## src/rtl/frame_sequencer.sv

```systemverilog
// Frame sequencer: streams one raster-ordered frame from memory through a
// PIPE_LAT-deep datapath with back-pressure, drains it, and writes results back.
module frame_sequencer #(
  parameter int WIDTH      = 640,
  parameter int HEIGHT     = 480,
  parameter int PIXEL_SIZE = 24,
  parameter int ADDR_W     = 20,
  parameter int OUT_BASE   = 307200,
  parameter int PIPE_LAT   = 3
) (
  input  logic                  clk,
  input  logic                  reset,
  input  logic                  start,
  input  logic                  stall,
  output logic                  rd_en,
  output logic [ADDR_W-1:0]     rd_addr,
  input  logic [PIXEL_SIZE-1:0] rd_data,
  output logic                  dp_en,
  output logic                  dp_valid,
  output logic [PIXEL_SIZE-1:0] dp_data,
  output logic                  dp_sol,
  output logic                  dp_sof,
  input  logic [PIXEL_SIZE-1:0] dp_out,
  output logic                  wr_en,
  output logic [ADDR_W-1:0]     wr_addr,
  output logic [PIXEL_SIZE-1:0] wr_data,
  output logic                  busy,
  output logic                  done,
  output logic [1:0]            dbg_state
);

  // Handshake: start is taken only in IDLE; stall is the single ready input and
  // freezes every advance; dp_en and wr_en are the transfer strobes, never asserted while stalled.

  localparam int N     = WIDTH * HEIGHT;
  localparam int IDX_W = (N > 1) ? $clog2(N) : 1;
  localparam int CNT_W = $clog2(N + 1);
  localparam int X_W   = (WIDTH > 1) ? $clog2(WIDTH) : 1;
  localparam int Y_W   = (HEIGHT > 1) ? $clog2(HEIGHT) : 1;
  localparam int DR_W  = $clog2(PIPE_LAT + 1);

  localparam logic [CNT_W-1:0]  N_C        = CNT_W'(N);
  localparam logic [IDX_W-1:0]  LAST_IDX   = IDX_W'(N - 1);
  localparam logic [X_W-1:0]    X_LAST     = X_W'(WIDTH - 1);
  localparam logic [DR_W-1:0]   DR_LAST    = DR_W'(PIPE_LAT - 1);
  localparam logic [ADDR_W-1:0] OUT_BASE_C = ADDR_W'(OUT_BASE);

  typedef enum logic [1:0] {
    S_IDLE  = 2'd0,
    S_FETCH = 2'd1,
    S_DRAIN = 2'd2,
    S_DONE  = 2'd3
  } state_t;

  state_t state_q, state_d;

  logic [CNT_W-1:0]      f_q;
  logic [IDX_W-1:0]      feed_q;
  logic [X_W-1:0]        x_q;
  logic [Y_W-1:0]        y_q;
  logic [DR_W-1:0]       drain_q;
  logic                  ret_vld_q;
  logic                  skid_vld_q;
  logic [PIXEL_SIZE-1:0] skid_data_q;
  logic                  pipe_vld_q [PIPE_LAT];
  logic [IDX_W-1:0]      pipe_idx_q [PIPE_LAT];

  logic skid_full;
  logic ret_taken;
  logic frame_start;

  always_comb begin
    state_d   = state_q;
    rd_en     = 1'b0;
    dp_en     = 1'b0;
    dp_valid  = 1'b0;
    dp_data   = '0;
    busy      = 1'b0;
    done      = 1'b0;
    skid_full = 1'b0;
    case (state_q)
      S_IDLE: begin
        if (start) state_d = S_FETCH;
      end
      S_FETCH: begin
        busy     = 1'b1;
        dp_en    = (skid_vld_q | ret_vld_q) & ~stall;
        dp_valid = dp_en;
        // The held skid pixel is older than anything returning this cycle.
        if (dp_en) dp_data = skid_vld_q ? skid_data_q : rd_data;
        skid_full = skid_vld_q & ~dp_en;
        rd_en     = (f_q < N_C) & ~stall & ~skid_full;
        if (dp_en && (feed_q == LAST_IDX)) state_d = S_DRAIN;
      end
      S_DRAIN: begin
        busy  = 1'b1;
        dp_en = ~stall;
        if (dp_en && (drain_q == DR_LAST)) state_d = S_DONE;
      end
      S_DONE: begin
        done    = 1'b1;
        state_d = S_IDLE;
      end
      default: state_d = S_IDLE;
    endcase
  end

  assign frame_start = (state_q == S_IDLE) & start;
  assign ret_taken   = dp_en & ~skid_vld_q;

  assign rd_addr   = rd_en ? ADDR_W'(f_q) : '0;
  assign dp_sol    = dp_valid & (x_q == '0);
  assign dp_sof    = dp_sol & (y_q == '0);
  assign wr_en     = dp_en & pipe_vld_q[PIPE_LAT-1];
  assign wr_addr   = wr_en ? (OUT_BASE_C + ADDR_W'(pipe_idx_q[PIPE_LAT-1])) : '0;
  // Result is forwarded only while it is being written, so the bus idles at 0.
  assign wr_data   = wr_en ? dp_out : '0;
  assign dbg_state = state_q;

  always_ff @(posedge clk or posedge reset) begin
    if (reset) state_q <= S_IDLE;
    else       state_q <= state_d;
  end

  always_ff @(posedge clk or posedge reset) begin
    if (reset) begin
      f_q       <= '0;
      feed_q    <= '0;
      x_q       <= '0;
      y_q       <= '0;
      drain_q   <= '0;
      ret_vld_q <= 1'b0;
    end else begin
      ret_vld_q <= rd_en;
      if (frame_start) begin
        f_q     <= '0;
        feed_q  <= '0;
        x_q     <= '0;
        y_q     <= '0;
        drain_q <= '0;
      end else begin
        if (rd_en) f_q <= f_q + CNT_W'(1);
        if (dp_valid) begin
          feed_q <= feed_q + IDX_W'(1);
          if (x_q == X_LAST) begin
            x_q <= '0;
            y_q <= y_q + Y_W'(1);
          end else begin
            x_q <= x_q + X_W'(1);
          end
        end
        if ((state_q == S_DRAIN) && dp_en) drain_q <= drain_q + DR_W'(1);
      end
    end
  end

  // Return data that cannot be fed this cycle is parked, never dropped.
  always_ff @(posedge clk or posedge reset) begin
    if (reset) begin
      skid_vld_q  <= 1'b0;
      skid_data_q <= '0;
    end else if (ret_vld_q && !ret_taken) begin
      skid_vld_q  <= 1'b1;
      skid_data_q <= rd_data;
    end else if (dp_en && skid_vld_q) begin
      skid_vld_q  <= 1'b0;
    end
  end

  always_ff @(posedge clk or posedge reset) begin
    if (reset) begin
      for (int i = 0; i < PIPE_LAT; i++) begin
        pipe_vld_q[i] <= 1'b0;
        pipe_idx_q[i] <= '0;
      end
    end else if (dp_en) begin
      pipe_vld_q[0] <= dp_valid;
      pipe_idx_q[0] <= feed_q;
      for (int i = 1; i < PIPE_LAT; i++) begin
        pipe_vld_q[i] <= pipe_vld_q[i-1];
        pipe_idx_q[i] <= pipe_idx_q[i-1];
      end
    end
  end

endmodule

```

## config.mk

```make
export PLATFORM = sky130hd
export DESIGN_NAME = frame_sequencer
export DESIGN_NICKNAME = d
export VERILOG_FILES = /design/src/rtl/frame_sequencer.sv
export SDC_FILE = /design/constraint.sdc
export NUM_CORES = 1
export LEC_CHECK = 0
export CAP_MARGIN = 20
export CORE_ASPECT_RATIO = 1.5
export CORE_UTILIZATION = 42
export DETAILED_ROUTE_END_ITERATION = 6
export PLACE_DENSITY_LB_ADDON = 0.08
export SLEW_MARGIN = 20
export SYNTH_ARGS = -nofsm -noshare
export SYNTH_HDL_FRONTEND = slang
export SYNTH_SLANG_ARGS = --single-unit
```

## constraint.sdc

```tcl
create_clock -name clk -period 7.62 [get_ports clk]
set_input_delay 1.143 -clock clk [delete_from_list [all_inputs] [get_ports clk]]
set_output_delay 1.143 -clock clk [all_outputs]
set_load 0.005 [all_outputs]
```

## Word level (Yosys, flattened, before mapping)

Index checks and enable logic that the tools add are counted.

| cells by class | value |
|---|---|
| add/sub/neg operators | 6 |
| order comparisons | 1 |
| eq/ne operators | 9 |
| multiplexer cells | 29 |
| bitwise logic cells | 14 |
| reduce and logical (&&, ||, !) cells | 17 |

Operator list:

| operator | number |
|---|---|
| 2-to-1 mux 24 bit | 4 |
| 2-to-1 mux 19 bit | 5 |
| adder 19 x 1 -> 19 bit, second input constant | 2 |
| 2-to-1 mux 10 bit | 3 |
| 2-to-1 mux 9 bit | 3 |
| adder 19 x 19 -> 20 bit, first input constant | 1 |
| 2-to-1 mux 20 bit | 1 |
| equality test 19 bit, second input constant | 1 |
| < comparator 19 bit, second input constant | 1 |
| adder 10 x 1 -> 10 bit, second input constant | 1 |
| equality test 10 bit, second input constant | 1 |
| zero test 10 bit | 1 |
| 2-to-1 mux 2 bit | 5 |
| nonzero test 2 bit | 5 |
| adder 9 x 1 -> 9 bit, second input constant | 1 |
| AND 1 bit | 9 |
| zero test 9 bit | 1 |
| one-hot mux 2 bit (4 select lines) | 1 |
| equality test 2 bit, second input constant | 3 |
| 2-to-1 mux 1 bit | 6 |
| != test 2 bit, second input constant | 3 |
| logical AND 1 bit | 5 |
| inverter 1 bit | 4 |
| AND reduction 3 bit | 1 |
| other kinds (8) | 8 |

| storage, ports and cells | value |
|---|---|
| bits in registers | 147 |
| output and inout port bits | 98 |

## Depth between registers and ports, before layout

| depth | value |
|---|---|
| word-level depth | 9 |
| mapped depth | 10 |

## Least setup slack after synthesis

No wires, ideal clock.

| timing path | value |
|---|---|
| path type | input to output |
| start | in stall |
| end | out wr_addr[14] |
| arrival | 2.276 ns |
| required time | 6.477 ns |
| path slack | 4.201 ns |
| stages | 6 |
| buffers on the path | 2 |
| cell sequence | or3b_1 buf_2 inv_2 buf_2 nand2_2 nor3_1 |

| on the way | value |
|---|---|
| word-level cells in the longest chain between the ends | 5 |

RTL lines:

| item | line | text |
|---|---|---|
| start: declaration | 14 | `input logic stall,` |
| inverter 1 bit * | 87, 97 |  |
| AND 1 bit | 87 | `dp_en = (skid_vld_q \| ret_vld_q) & ~stall;` |
| one-hot mux 1 bit (2 select lines) * | 81 | `case (state_q)` |
| AND 1 bit * | 114 | `assign wr_en = dp_en & pipe_vld_q[PIPE_LAT-1];` |
| 2-to-1 mux 20 bit * | 115 | `assign wr_addr = wr_en ? (OUT_BASE_C + ADDR_W'(pipe_idx_q[PIPE_LAT-1])) : '0;` |
| end: declaration | 25 | `output logic [ADDR_W-1:0] wr_addr,` |

Every way passes the cells marked *; elsewhere a longest branch is shown, timed or not.

## Worst setup path after layout

| timing path | value |
|---|---|
| start | in stall |
| end | out dp_sof |

| on the way | value |
|---|---|
| word-level cells in the longest chain between the ends | 5 |

RTL lines:

| item | line | text |
|---|---|---|
| inverter 1 bit | 87 |  |
| AND 1 bit | 87 |  |
| 2-to-1 mux 1 bit | 81 |  |
| AND 1 bit | 112 | `assign dp_sol = dp_valid & (x_q == '0);` |
| AND 1 bit | 113 | `assign dp_sof = dp_sol & (y_q == '0);` |
| end: declaration | 22 | `output logic dp_sof,` |

Every way passes these cells.

==> run_summary.xml <==
<?xml version="1.0" encoding="UTF-8"?>
<metrics>
  <group name="cts">
    <metric name="tritoncts_clock_tree" unit="">built</metric>
    <metric name="cts-hold-fix-buffers" unit="">0</metric>
    <metric name="clk_sink_count" unit="">147</metric>
    <metric name="numCtsBuffers" unit="">17</metric>
    <metric name="clockBufferDepth" unit="">2</metric>
    <metric name="clock_tree.root_cell" unit="">sky130_fd_sc_hd__clkbuf_16</metric>
    <metric name="h-tree-depth" unit="">4</metric>
    <metric name="clkLatencyLatePin" unit="ps">420</metric>
    <metric name="post_cts.resized_instances" unit="">0</metric>
    <metric name="path_clk_slew" unit="ps">60</metric>
    <metric name="post_cts.repair.setup_buffers" unit="">0</metric>
  </group>
  <group name="global_routing">
    <metric name="antenna_found_initial" unit="">0</metric>
    <metric name="first_pass_grt_wire_length" unit="um">28500</metric>
    <metric name="grt_use_total" unit="%">19.0</metric>
    <metric name="grt_start_max_net_pins" unit="">101</metric>
    <metric name="grt_pass1_vias" unit="">5988</metric>
    <metric name="globalRoute.totalOverflow" unit="">0</metric>
  </group>
  <group name="setup_path">
    <metric name="critPathCaptureType" unit="">output pin</metric>
    <metric name="critical_path_required" unit="ps">6480</metric>
    <metric name="worstPathMaxFanout" unit="">29</metric>
    <metric name="worst_setup_path_start_kind" unit="">input pin</metric>
    <metric name="cp.arrival" unit="ps">4030</metric>
    <metric name="worst_r2r_path_depth" unit="">7</metric>
    <metric name="setup.worst_path.class" unit="">in2out</metric>
  </group>
  <group name="final_layout">
    <metric name="number_of_fill_cells" unit="">1570</metric>
    <metric name="fin_cells" unit="">1169</metric>
    <metric name="n_antenna_cell" unit="">0</metric>
    <metric name="final_layout_size_suffix_gt1_share" unit="%">6.49</metric>
    <metric name="syn_to_final_growth" unit="%">29.2</metric>
    <metric name="finish.net_count" unit="">1008</metric>
  </group>
  <group name="synth">
    <metric name="number_of_synthesized_flops_with_an_enable_pin" unit="">0</metric>
    <metric name="yosys.cell_count.top_type" unit="">sky130_fd_sc_hd__nand2_1</metric>
    <metric name="yosysSeqAreaShare" unit="%">49.7</metric>
    <metric name="syn_area_per_cell" unit="sq um">9.14</metric>
    <metric name="synth_top_area_share" unit="%">49.7</metric>
    <metric name="ys_seq_elements" unit="">147</metric>
    <metric name="synth.top_cells.by_area" unit="">sky130_fd_sc_hd__dfrtp_1, sky130_fd_sc_hd__nand2_1, sky130_fd_sc_hd__nor2_1</metric>
    <metric name="synth_cell_types" unit="">51</metric>
    <metric name="ys.flop_type" unit="">sky130_fd_sc_hd__dfrtp_1</metric>
    <metric name="gate_count_after_technology_mapping" unit="">810</metric>
    <metric name="yosys-top-cells-count" unit="">sky130_fd_sc_hd__nand2_1, sky130_fd_sc_hd__dfrtp_1, sky130_fd_sc_hd__nor2_1, sky130_fd_sc_hd__and3_1, sky130_fd_sc_hd__xor2_1</metric>
    <metric name="synth.net_count" unit="">875</metric>
    <metric name="yosysTopAreaCell" unit="">sky130_fd_sc_hd__dfrtp_1</metric>
    <metric name="postSynth.asyncResetShare" unit="%">100</metric>
    <metric name="yosys_warnings" unit="">0</metric>
    <metric name="post_synth_instance_area" unit="sq um">7410</metric>
  </group>
  <group name="route">
    <metric name="post_drt_via_cell_ratio" unit="">5.13</metric>
    <metric name="vias_after_detailed_routing" unit="">5995</metric>
    <metric name="detailedRoute.firstPassIterationCount" unit="">4</metric>
    <metric name="drt_iter0_drc" unit="">297</metric>
    <metric name="drt-wirelength-per-cell" unit="um">14.0</metric>
    <metric name="overall_routed_net_length" unit="um">16400</metric>
    <metric name="detailed_route_drc_error_count" unit="">0</metric>
    <metric name="count_of_antenna_violating_nets_left_after_detailed_routing" unit="">0</metric>
  </group>
  <group name="sta">
    <metric name="period_share" unit="%">67.9</metric>
    <metric name="fmax" unit="MHz">193</metric>
    <metric name="slew-limit-headroom" unit="%">35.9</metric>
    <metric name="worst_pin_slew" unit="ps">959</metric>
    <metric name="finalMaxSlewViolations" unit="">0</metric>
    <metric name="rsz_0062_raised_after_global_routing" unit="">false</metric>
    <metric name="finalHoldViolations" unit="">0</metric>
    <metric name="finalClockSkew" unit="ps">15.5</metric>
    <metric name="finalCriticalPeriod" unit="ps">5170</metric>
    <metric name="report.final.setup_viol" unit="">0</metric>
    <metric name="setup_total_negative_slack" unit="ps">0</metric>
  </group>
  <group name="run_status">
    <metric name="status" unit="">complete, no violations</metric>
  </group>
  <group name="die">
    <metric name="die_x" unit="um">110</metric>
    <metric name="rows" unit="">59</metric>
    <metric name="number_of_primary_i_o_pins" unit="">150</metric>
    <metric name="die-area" unit="sq um">18200</metric>
    <metric name="design.core.area" unit="sq um">17300</metric>
    <metric name="die_h" unit="um">165</metric>
    <metric name="floorplan.initialDensity" unit="%">42.9</metric>
  </group>
  <group name="min_path">
    <metric name="hold_path_class" unit="">reg2reg</metric>
    <metric name="hold_path_depth" unit="">2</metric>
  </group>
  <group name="pwr">
    <metric name="power_per_cell_area" unit="nW/um^2">260</metric>
    <metric name="leakagePower" unit="nW">4.57</metric>
    <metric name="maximum_ir_drop_on_the_vdd_rail" unit="V">0.000174</metric>
    <metric name="total_power" unit="mW">2.48</metric>
  </group>
  <group name="placed_design">
    <metric name="post-place-cells" unit="">1137</metric>
    <metric name="io_buffer_count" unit="">148</metric>
    <metric name="half_perimeter_wire_length_after_detailed_placement" unit="um">11100</metric>
    <metric name="globalplace.congestion" unit="">0.847</metric>
  </group>
  <group name="job">
    <metric name="timing.max_cap.violations" unit="">0</metric>
  </group>
</metrics>
through the flow:
| step | hold WS [ps] | util, % | setup slack (ps) | cell area [sq um] |
|---|---|---|---|---|
| after floorplan | 438 | - | 2530 | 7410 |
| after global placement | 447 | 52.2 | 2260 | 9020 |
| after detailed placement | 449 | 52.2 | 2120 | 9020 |
| after CTS | 461 | 55.4 | 2100 | 9570 |
| after global routing | 476 | 55.4 | 2230 | 9570 |
| final | 454 | 55.4 | 2450 | 9570 |
worst paths after layout:
| kind | slack (ps) | to | startpoint |
|---|---|---|---|
| setup / recovery | 2450 | dp_sof | stall |
| hold / removal | 450 | pipe_idx_q[21] | pipe_idx_q[40] |
| setup reg to reg | 4430 | skid_data_q[21] | skid_vld_q |
| hold reg to reg | 450 | pipe_idx_q[21] | pipe_idx_q[40] |
| max in group asynchronous | 5150 | skid_data_q[7] | reset |
| min in group asynchronous | 1270 | pipe_idx_q[9] | reset |
metal layers:
metal | up-vias | GRT usage [%] | part of all wire, %
met2 | 147 | 33.4 | 51
met1 | 2875 | 23.2 | 44
met4 | 0 | 7.03 | 1.1
met5 | - | 0 | 0
met3 | 14 | 3.38 | 4.1
li1 | 2959 | - | -
cell families (layout without fill, tap and decap cells):
kind of cell,Yosys count,after routing,synth area share [%]
other,1,1,0.0506
xor gates and xnor gates,44,44,5.20
and+or+nand+nor,448,448,27.9
buffers and inverters,59,205,3.46
muxes,50,50,7.64
adders and majority gates,13,13,2.20
DFF,147,147,49.7
AOI/OAI and AO/OA,48,48,3.92
registers in the layout (all words and copies together) (netlist names):
register / cells
pipe_idx_q: 57
skid_data_q: 24
f_q: 19
feed_q: 19
x_q: 10
y_q: 9
pipe_vld_q: 3
dbg_state: 2
drain_q: 2
ret_vld_q: 1
skid_vld_q: 1
critical path: stages:
cell and delay (ps):
sky130_fd_sc_hd__clkdlybuf4s50_1 500, sky130_fd_sc_hd__nor2b_1 270, sky130_fd_sc_hd__nand2_2 410, sky130_fd_sc_hd__or4_1 530
sky130_fd_sc_hd__nor4_1 410, sky130_fd_sc_hd__and3_1 250, sky130_fd_sc_hd__clkdlybuf4s50_1 510
cells in the final DEF (no fill, tap or decap), types with 11 or more instances in the layout:
cell type                         instances
sky130_fd_sc_hd__dfrtp_1                147
sky130_fd_sc_hd__nand3_1                 17
sky130_fd_sc_hd__and2_1                  21
sky130_fd_sc_hd__o21ai_0                 13
sky130_fd_sc_hd__nor4_1                  11
sky130_fd_sc_hd__xnor2_1                 18
sky130_fd_sc_hd__clkdlybuf4s50_1        148
sky130_fd_sc_hd__nand2_1                205
sky130_fd_sc_hd__ha_1                    13
sky130_fd_sc_hd__clkbuf_16               17
sky130_fd_sc_hd__nand4_1                 18
sky130_fd_sc_hd__xor2_1                  26
sky130_fd_sc_hd__mux2i_1                 25
sky130_fd_sc_hd__inv_1                   15
sky130_fd_sc_hd__and3_1                  44
sky130_fd_sc_hd__a21oi_1                 20
sky130_fd_sc_hd__nor2_1                  89
where the power goes:
group / internal (mW) / switching, mW
Combinational: 0.323 / 0.400
Sequential: 0.901 / 0.0863
Clock: 0.426 / 0.348
cell type report:
class	instances	area [sq um]	area share (%)
clock buffers	18	429	4.48
well taps	213	267	2.78
inverters	18	72.6	0.758
clock inverters	14	116	1.22
multi-input cells	604	3470	36.3
repair buffers	155	1530	16.0
flip-flops and latches	147	3680	38.4
Note: power is estimated with default switching activity, not from simulation.
